[src/rtl/gpr_wb_arbiter.sv]
// Shares the single GPR write port between EXU and LSU writebacks (round-robin on ties),
// tracks registers awaiting a load, and flags decode read hazards.
module gpr_wb_arbiter #(
   parameter  int XLEN = 32,
   parameter  int NREG = 32,
   localparam int RW   = $clog2(NREG)
) (
   input  logic            clk,
   input  logic            rst,
   // Valid/ready: a transfer happens in a cycle where valid && ready; a requester holds
   // rd/wdata stable while valid && !ready. Ready is combinational from the valids and rr_last.
   input  logic            exu_valid_i,
   output logic            exu_ready_o,
   input  logic [RW-1:0]   exu_rd_i,
   input  logic [XLEN-1:0] exu_wdata_i,
   input  logic            lsu_valid_i,
   output logic            lsu_ready_o,
   input  logic [RW-1:0]   lsu_rd_i,
   input  logic [XLEN-1:0] lsu_wdata_i,
   input  logic            sb_set_i,
   input  logic [RW-1:0]   sb_rd_i,
   input  logic [RW-1:0]   dec_rs1_i,
   input  logic [RW-1:0]   dec_rs2_i,
   output logic            hazard_o,
   output logic            rf_we_o,
   output logic [RW-1:0]   rf_rd_o,
   output logic [XLEN-1:0] rf_wdata_o,
   output logic [NREG-1:0] sb_busy_o,
   output logic            dbg_rr_last_o
);

   typedef enum logic {
      REQ_EXU = 1'b0,
      REQ_LSU = 1'b1
   } req_e;

   req_e            rr_last_q, rr_last_d;
   logic            grant_exu, grant_lsu;
   logic            rf_we_q, rf_we_d;
   logic [RW-1:0]   rf_rd_q, rf_rd_d;
   logic [XLEN-1:0] rf_wdata_q, rf_wdata_d;
   logic [NREG-1:0] sb_busy_q, sb_busy_d;
   logic            haz_rs1, haz_rs2;

   // rr_last only records tie outcomes; a lone requester is granted without moving it.
   always_comb begin
      grant_exu = 1'b0;
      grant_lsu = 1'b0;
      rr_last_d = rr_last_q;
      if (!rst) begin
         if (exu_valid_i && lsu_valid_i) begin
            if (rr_last_q == REQ_LSU) begin
               grant_exu = 1'b1;
               rr_last_d = REQ_EXU;
            end else begin
               grant_lsu = 1'b1;
               rr_last_d = REQ_LSU;
            end
         end else begin
            grant_exu = exu_valid_i;
            grant_lsu = lsu_valid_i;
         end
      end
   end

   assign exu_ready_o = grant_exu;
   assign lsu_ready_o = grant_lsu;

   // A granted write to x0 is consumed but never reaches the register file.
   always_comb begin
      rf_we_d    = 1'b0;
      rf_rd_d    = rf_rd_q;
      rf_wdata_d = rf_wdata_q;
      if (grant_exu) begin
         rf_we_d    = (exu_rd_i != '0);
         rf_rd_d    = exu_rd_i;
         rf_wdata_d = exu_wdata_i;
      end else if (grant_lsu) begin
         rf_we_d    = (lsu_rd_i != '0);
         rf_rd_d    = lsu_rd_i;
         rf_wdata_d = lsu_wdata_i;
      end
   end

   // Set is applied after clear so a new load to the same rd stays in flight.
   always_comb begin
      sb_busy_d = sb_busy_q;
      if (grant_lsu) begin
         sb_busy_d[lsu_rd_i] = 1'b0;
      end
      if (sb_set_i && (sb_rd_i != '0)) begin
         sb_busy_d[sb_rd_i] = 1'b1;
      end
      sb_busy_d[0] = 1'b0;
   end

   // The registered write lands at the end of this cycle; the file cannot return it yet.
   always_comb begin
      haz_rs1  = (dec_rs1_i != '0) &&
                 (sb_busy_q[dec_rs1_i] || (rf_we_q && (rf_rd_q == dec_rs1_i)));
      haz_rs2  = (dec_rs2_i != '0) &&
                 (sb_busy_q[dec_rs2_i] || (rf_we_q && (rf_rd_q == dec_rs2_i)));
      hazard_o = haz_rs1 || haz_rs2;
   end

   always_ff @(posedge clk) begin
      if (rst) begin
         rr_last_q  <= REQ_LSU;
         rf_we_q    <= 1'b0;
         rf_rd_q    <= '0;
         rf_wdata_q <= '0;
         sb_busy_q  <= '0;
      end else begin
         rr_last_q  <= rr_last_d;
         rf_we_q    <= rf_we_d;
         rf_rd_q    <= rf_rd_d;
         rf_wdata_q <= rf_wdata_d;
         sb_busy_q  <= sb_busy_d;
      end
   end

   assign rf_we_o       = rf_we_q;
   assign rf_rd_o       = rf_rd_q;
   assign rf_wdata_o    = rf_wdata_q;
   assign sb_busy_o     = sb_busy_q;
   assign dbg_rr_last_o = rr_last_q;

   a_one_grant: assert property (@(posedge clk) !(exu_ready_o && lsu_ready_o));
   a_x0_idle:   assert property (@(posedge clk) !sb_busy_q[0]);

endmodule

[config.mk]
export PLATFORM = sky130hd
export DESIGN_NAME = gpr_wb_arbiter
export DESIGN_NICKNAME = d
export VERILOG_FILES = /design/src/rtl/gpr_wb_arbiter.sv
export SDC_FILE = /design/constraint.sdc
export NUM_CORES = 1
export LEC_CHECK = 0
export CAP_MARGIN = 15
export CORE_MARGIN = 2
export CORE_UTILIZATION = 28
export CTS_BUF_LIST = sky130_fd_sc_hd__clkbuf_4 sky130_fd_sc_hd__clkbuf_8 sky130_fd_sc_hd__clkbuf_16
export CTS_CLUSTER_SIZE = 14
export DETAILED_ROUTE_END_ITERATION = 8
export HOLD_SLACK_MARGIN = 0.05
export SETUP_SLACK_MARGIN = 0.05
export SYNTH_ARGS = -nofsm -noshare
export SYNTH_HDL_FRONTEND = slang
export SYNTH_SLANG_ARGS = --single-unit
[constraint.sdc]
create_clock -name clk -period 2.24 [get_ports clk]
set_clock_uncertainty 0.2 [all_clocks]
set_input_delay 0.224 -clock clk [delete_from_list [all_inputs] [get_ports clk]]
set_output_delay 0.224 -clock clk [all_outputs]
set_load 0.02 [all_outputs]
# [Word-level counts from Yosys, hierarchy flattened]
# Cells that the tools add are included.
[word_totals] ff_bits=71 latch_bits=0 ram_bits=0 romBits=0 elab_cells=56 memories=0
[classes] add_sub_neg=0 n_mul=0 n_div=0 order_cmp=6 eq_ne=2 shift=0 mux=22 n_bitwise=3 n_reduce_logical=17
[op_table] operator="$mux W32" n=4
[op_table] operator="$and A32 B32 Y32" n=1
[op_table] operator="$not A32 Y32" n=1
[op_table] operator="$or A32 B32 Y32" n=1
[op_table] operator="$reduce_bool A5 Y1" n=5
[op_table] operator="$lt A5 B6 Y1 const B" n=4
[op_table] operator="$mux W1" n=12
[op_table] operator="$bmux W1 S5" n=2
[op_table] operator="$demux W1 S5" n=2
[op_table] operator="$eq A5 B5 Y1" n=2
[op_table] operator="$ge A5 B1 Y1 const B" n=2
[op_table] operator="$mux W5" n=2
[op_table] operator="$logic_and A1 B1 Y1" n=8
[op_table] operator="$logic_or A1 B1 Y1" n=3
[op_table] operator="$reduce_bool A2 Y1" n=1

# [Longest topological paths before layout]
# Gate-level depths: netlist (run 1).
[depth] ltp_word=9 ltp_mapped=8

# [Worst setup path after synthesis (run 1)]
# OpenSTA, ideal clock, no wires.
[synth_path] kind="input to output" from="input port dec_rs1_i[0]" to="output port hazard_o" t_arrival_ps=1695 t_required_ps=1816 path_slack_ps=121 stages=5 n_path_buf=1 cell_sequence="buf_6 > mux4_1 > mux2_2 > a2111oi_2 > o22ai_1"
[synth_via] elab_chain_cells=5
[synth_lines] item="start, declared" line_no="22" text="input logic [RW-1:0] dec_rs1_i,"
[synth_lines] item="$bmux W1 S5 or $eq A5 B5 Y1 (tied branches)" line_no="100" text="(sb_busy_q[dec_rs1_i] || (rf_we_q && (rf_rd_q == dec_rs1_i)));"
[synth_lines] item="$mux W1 (implied by the code) or $logic_and A1 B1 Y1 (tied branches)" line_no="100"
[synth_lines] item="$logic_or A1 B1 Y1" line_no="100"
[synth_lines] item="$logic_and A1 B1 Y1 *" line_no="99" text="haz_rs1 = (dec_rs1_i != '0) &&"
[synth_lines] item="$logic_or A1 B1 Y1 *" line_no="103" text="hazard_o = haz_rs1 || haz_rs2;"
[synth_lines] item="end, declared" line_no="24" text="output logic hazard_o,"
# Every way passes the cells marked *; elsewhere a longest branch is shown, timed or not. The select of a mux whose other input is x is not followed.

# [Worst setup path after layout (run 1)]
[layout_path] from="input port dec_rs1_i[3]" to="output port hazard_o"
# Same word-level chain as after synthesis.

==> reports/qor.yml, run 1 <==
sta:
  rsz0062_at_grt: "yes"
  worst_pin_slew_ns: 0.6917
  period_share_pct: 110.3
  fmax_ghz: 0.4046
  fin_tns_setup_ns: -0.2315
  setup_slack_ns: -0.2315
  timing.slew.headroom_pct: 53.89
  slew_violations: 0
  setup_viol: 1
  fin_hold_ws_ns: 0.2852
  hold_viol: 0
  period_needed_ns: 2.472
drt:
  post_drt_wl_per_cell_um: 17.20
  dr.first_iter.drc_count: 236
  drt_pass1_iterations: 4
  post-route-drc-count: 0
  detail-route-antenna-nets: 0
  routed_wl_um: 14210
  via_count: 4131
  viasPerCell: 5.001
finish:
  final_area_um2: 6417
  diodes: 0
  drive_gt1_share_pct: 19.08
  final_cells: 826
  syn2layout_area_growth_pct: 71.25
  fin_nets: 739
  nFillCells: 1262
synth:
  ys_seq_area_share_pct: 37.40
  synth-async-reset-ratio_pct: 0
  syn_nets: 521
  syn_avg_cell_area_um2: 8.776
  synthFlopType: "dfxtp_1"
  synth_edf_count: 0
  netlist_area_um2: 3747
  synth_warnings: 0
  synth_cell_types: 51
  synthCells: 427
  ys_ff_latch: 70
power_and_ir_drop:
  p_per_area_nw_per_um2: 556.4
  intPower_mw: 2.616
  leakagePower_nw: 2.421
  ir_drop_uv: 308.6
  p_sw_share_pct: 26.73
  p_comb_share_pct: 22.4
  power.share.sequential_pct: 37.8
  p_sw_mw: 0.9543
  p_clk_share_pct: 39.8
clock_network:
  cts_buffers: 9
  htreeDepth: 3
  post_cts_buffers: 0
  clkSinkCount: 70
  cts_tree: "done"
  insertion_delay_ns: 0.33
  path_clk_slew_ns: 0.06
  cts_buffer_depth: 2
  cts_root_buf: "clkbuf_16"
setup_path:
  startpoint_type: "primary input"
  path_cells: "clkdlybuf4s50_1 > or4_1 > nor2_2 > a2111oi_2 > a2111oi_4 > o22ai_1 > buf_4"
  path_class: "in2out"
  critPathMaxStageDelay_ns: 0.50
  critical_path_arrival_ns: 2.05
  slowest_stage: "or4_1"
  cp.required_ns: 1.82
  cp_max_fo: 2
  critPathCaptureType: "output pin"
job:
  drv_cap: 0
die:
  start_util_pct: 28.52
  die_width_um: 119.7
  fp.dieH_um: 119.7
  die_area_um2: 14320
  coreArea_um2: 13140
  rows: 42
  io_pins: 168
global_route:
  grt_pass1_vias: 4175
  grt_usage_pct: 19.71
  grt_pass1_wl_um: 22030
  grt_max_degree: 65
  grt_overflow: 0
  antenna_found_initial: 0
run_status:
  failed_checks: "negative setup slack"
  status: "complete, but fails checks"
placed_design:
  io_buffer_count: 166
  gp_congestion: 0.9028
  dpl_cell_area_um2: 6058
  hpwl_um: 11120
  dp.cells: 809
min_path:
  min_path_type: "in2reg"
## stage by stage
step	util, %	power [mW]	setup WS, ns
after floorplan	-	1.725	0.1210
after global placement	46.11	2.157	-0.8783
after detailed placement	46.11	2.168	-0.9001
after CTS	48.79	3.594	-0.2270
after global routing	48.85	3.697	-0.3222
final	48.85	3.571	-0.2315
## layer usage
| layer | wire [um] | vias to the layer above | global-route usage, % |
|---|---|---|---|
| met1 | 5900 | 1957 | 24.33 |
| li1 | - | 1993 | - |
| met5 | 0 | - | 0 |
| met4 | 495 | 0 | 9.706 |
| met2 | 7033 | 151 | 33.11 |
| met3 | 776 | 30 | 3.470 |
## repair_timing
item,CTS,global route
resized for setup,28,3
hold buffers,1,0
pin swaps,4,0
endpoints found under the setup margin,3,3
endpoints found under the hold margin,6,0
## path summary, 6_finish.rpt
path / end / slack [ns] / cells after the start / start
hold reg to reg: sb_busy_o[17] / 0.33 / 2 / sb_busy_o[17]
setup / recovery: hazard_o / -0.23 / 7 / dec_rs1_i[3]
setup reg to reg: sb_busy_o[13] / 0.34 / 7 / dbg_rr_last_o
hold / removal: rf_wdata_o[18] / 0.29 / 3 / exu_wdata_i[18]
## registers in the layout, indices dropped and copies added, names as in the netlist
signal         count
rf_wdata_o        32
rf_we_o            1
dbg_rr_last_o      1
rf_rd_o            5
sb_busy_o         31
## synthesized netlist by cell type (3+ instances only)
cell type / instances / area share [%]
dfxtp_1: 70 / 37
nor2_1: 45 / 4.5
nand2_1: 40 / 4.0
a21oi_1: 37 / 4.9
mux2i_1: 37 / 9.9
a211oi_1: 34 / 6.8
o21ai_0: 31 / 4.1
clkbuf_1: 17 / 1.7
buf_2: 9 / 1.2
nand3b_1: 9 / 1.8
buf_1: 7 / 0.70
mux4_1: 7 / 4.9
inv_1: 5 / 0.50
mux2_2: 5 / 1.5
nand2b_1: 5 / 0.83
nand3_1: 5 / 0.67
nor2b_1: 5 / 0.83
xor2_1: 5 / 1.2
a22oi_1: 4 / 0.80
mux4_2: 4 / 2.4
xnor2_1: 4 / 0.93
nor3_1: 3 / 0.40
nor4_1: 3 / 0.50
## final cells by class
cell class                 count  area (um2)  share of cell area (%)
sequential                    70        1405                   21.90
clock buffer                  10       232.7                   3.626
timing repair buffer         244        2260                   35.21
multi-input combinational    315        2218                   34.57
clock inverter                 6       62.56                  0.9748
tap                          176       220.2                   3.431
inverter                       5       18.77                  0.2925
## worst max-delay path, delay by kind of cell
family / cells / cell delay (ns)
simple gates: 2 / 0.65
buf+inv: 2 / 0.62
compound gates: 3 / 0.55
## placed cells by master (no fill, tap or decap), types with 4 or more instances in the layout
cell             count
dfxtp_1             67
clkbuf_16            9
clkdlybuf4s50_1    157
mux4_1               5
a211oi_1            34
xor2_1               5
nor2b_1              4
nand2_1             40
a21oi_1             37
mux4_2               6
nor2_1              44
mux2_2               4
mux2i_1             37
o21ai_0             31
xnor2_1              4
a22oi_1              4
nand2b_1             5
nand3b_1             9
dlygate4sd2_1        4
nand3_1              5
buf_4               75
inv_1                5
## logic make-up after synthesis
family | Yosys count | share of synthesized area, %
muxes | 53 | 18.70
buffers and inverters | 42 | 4.875
and+or+nand+nor | 128 | 16.09
xor gates and xnor gates | 9 | 2.103
AOI/OAI and AO/OA | 124 | 20.73
DFF | 70 | 37.40
other | 1 | 0.1001
## power groups by stage
stage | Combinational (mW) | Clock (mW) | Sequential, mW
2_1_floorplan | 0.272 | 0 | 1.45
3_3_place_gp | 0.780 | 0 | 1.38
3_5_place_dp | 0.791 | 0 | 1.38
4_1_cts | 0.801 | 1.44 | 1.35
5_1_grt | 0.852 | 1.49 | 1.36
6_report | 0.799 | 1.42 | 1.35
No activity file was read; power rests on OpenSTA's default activity.
==> inputs of run 2 (changes only) <==
CAP_MARGIN = 10   (was 15)
==> results of run 2 <==
No change in the layout: final DEF, timing and power equal those of run 1.
==> inputs of run 3 (changes only) <==
--- a/config.mk
+++ b/config.mk
@@ -18 +18,2 @@
 export SYNTH_SLANG_ARGS = --single-unit
+export TNS_END_PERCENT = 1
--- a/constraint.sdc
+++ b/constraint.sdc
@@ -4,2 +4,2 @@
 set_output_delay 0.224 -clock clk [all_outputs]
-set_load 0.02 [all_outputs]
+set_load 0.05 [all_outputs]
==> run 3 against run 2 <==
Against the previous run:
- the flow still finishes with violations (negative setup slack)
- combinational power increased by 17%
- setup slack lost 0.028 ns
- clock power hardly changed
- sequential power about the same
- non-clock buffer count fell by 27
- sequential cell count did not move
- wire length increased by 1.2%
- critical path depth shrank 2
- global-route usage down 0.097 points
- utilization is 0.96 points lower
- hold slack improved by 0.0024 ns
- critical path type is now reg2out
==> reports/qor.yml, run 3 (synthesis gave the netlist of run 1 again) <==
run_status:
  status: "complete, but fails checks"
  failed_checks: "negative setup slack"
setup_path:
  r2r-start: "dbg_rr_last_o"
  reg2reg_slack_ns: 0.44
  critPathCaptureType: "output pin"
  path_class: "reg2out"
  startpoint_type: "flip-flop"
  cp.required_ns: 1.82
  reg2reg_to: "rf_wdata_o[16]"
  rr_worst_depth: 5
  cp_max_fo: 4
  critical_path_arrival_ns: 2.08
clock_network:
  htreeDepth: 3
  cts_tree: "done"
  cts_buffer_depth: 2
  cts_root_buf: "clkbuf_16"
  insertion_delay_ns: 0.33
  path_clk_slew_ns: 0.06
  cts_buffers: 9
  clkSinkCount: 70
placed_design:
  hpwl_um: 10810
  gp_congestion: 0.8873
  io_buffer_count: 166
  dp_slack_ns: -0.5729
power_and_ir_drop:
  ir_drop_uv: 284.4
  p_per_area_nw_per_um2: 595.6
  power_mw: 3.747
  leakagePower_nw: 2.303
sta:
  fmax_ghz: 0.4001
  worst_pin_slew_ns: 0.6974
  rsz0062_at_grt: "yes"
  period_share_pct: 111.6
  fin_tns_setup_ns: -0.2595
  setup_slack_ns: -0.2595
  timing.slew.headroom_pct: 53.51
  slew_violations: 0
  period_needed_ns: 2.499
  hold_viol: 0
  setup_viol: 1
min_path:
  min_path_type: "in2reg"
  holdPathStages: 3
  whs_endpoint: "rf_wdata_o[0]"
  hold_start: "exu_wdata_i[0]"
finish:
  diodes: 0
  final_cell_mix: "clkdlybuf4s50_1, dfxtp_1, buf_4"
  fin_nets: 712
  largest_reg_flops: 32
  drive_gt1_share_pct: 18.46
  syn2layout_area_growth_pct: 67.88
  mostFrequentLayoutCell: "clkdlybuf4s50_1"
drt:
  drt_pass1_iterations: 5
  post_drt_wl_per_cell_um: 17.99
  highest_layer: "met4"
  routed_wl_um: 14370
  via_count: 4056
  viasPerCell: 5.076
  routed-wl-met3_um: 1067
  detail-route-antenna-nets: 0
  wl_met1_um: 5911
  post-route-drc-count: 0
  dr.first_iter.drc_count: 326
  met2_length_um: 7056
die:
  die_area_um2: 14320
  io_pins: 168
  start_util_pct: 28.52
  die_width_um: 119.7
  rows: 42
  fp.dieH_um: 119.7
  coreArea_um2: 13140
global_route:
  grt_pass1_wl_um: 21790
  antenna_found_initial: 0
  grt_overflow: 0
  grt_pass1_vias: 4046
  grt_max_degree: 65
  grt_usage_pct: 19.61
job:
  drv_cap: 0
==> run 3: repair_timing <==
action / 4_1_cts / 5_1_grt
resized for setup: 14 / 7
setup buffers: 2 / 0
setup endpoints to repair: 1 / 3
pin swaps: 5 / 2
hold endpoints to repair: 6 / 0
hold buffers: 1 / 0
==> run 3: worst max-delay path: stages (launching register included) <==
cell	delay, ns
dfxtp_4	0.36
mux4_2	0.47
mux2_4	0.30
a2111oi_4	0.34
o22ai_4	0.11
buf_6	0.17
==> run 3: how the worst max path moves through the flow <==
stage          cells after the start     startpoint  endpoint  slack [ns]
3_3_place_gp                       8   dec_rs1_i[0]  hazard_o       -0.54
3_5_place_dp                       8   dec_rs1_i[0]  hazard_o       -0.57
6_report                           5  sb_busy_o[13]  hazard_o       -0.26
4_1_cts                            5  sb_busy_o[13]  hazard_o       -0.30
2_1_floorplan                      4  sb_busy_o[11]  hazard_o        0.02
5_1_grt                            8  sb_busy_o[11]  hazard_o       -0.31
==> run 3: final cells by class <==
cell class              count  area, um2
clock buffers              12      260.3
clock inverters             4      45.04
fillers                  1266       6847
inverters                   5      18.77
multi-input cells         315       2246
flip-flops and latches     70       1424
well taps                 176      220.2
repair buffers            217       2077
==> run 3: per-layer routing <==
| metal | track usage [%] | vias up |
|---|---|---|
| met2 | 32.32 | 171 |
| met5 | 0 | - |
| met4 | 8.309 | 0 |
| met1 | 25.10 | 1918 |
| met3 | 3.707 | 26 |
| li1 | - | 1941 |
==> run 3: per-stage QoR <==
stage	hold slack (ns)	utilization (%)	instances	cell area, um2
2_1_floorplan	0.2066	-	427	3812
3_3_place_gp	0.3059	45.09	780	5923
3_5_place_dp	0.2969	45.09	780	5923
4_1_cts	0.2750	47.82	799	6282
5_1_grt	0.2864	47.89	799	6291
6_report	0.2877	47.89	799	6291
==> run 3: where the power goes <==
| group | total (mW) | internal (mW) | switching (mW) |
|---|---|---|---|
| Sequential | 1.36 | 1.31 | 0.0479 |
| Clock | 1.45 | 0.929 | 0.523 |
| Combinational | 0.937 | 0.422 | 0.514 |
| Total | 3.75 | 2.66 | 1.09 |
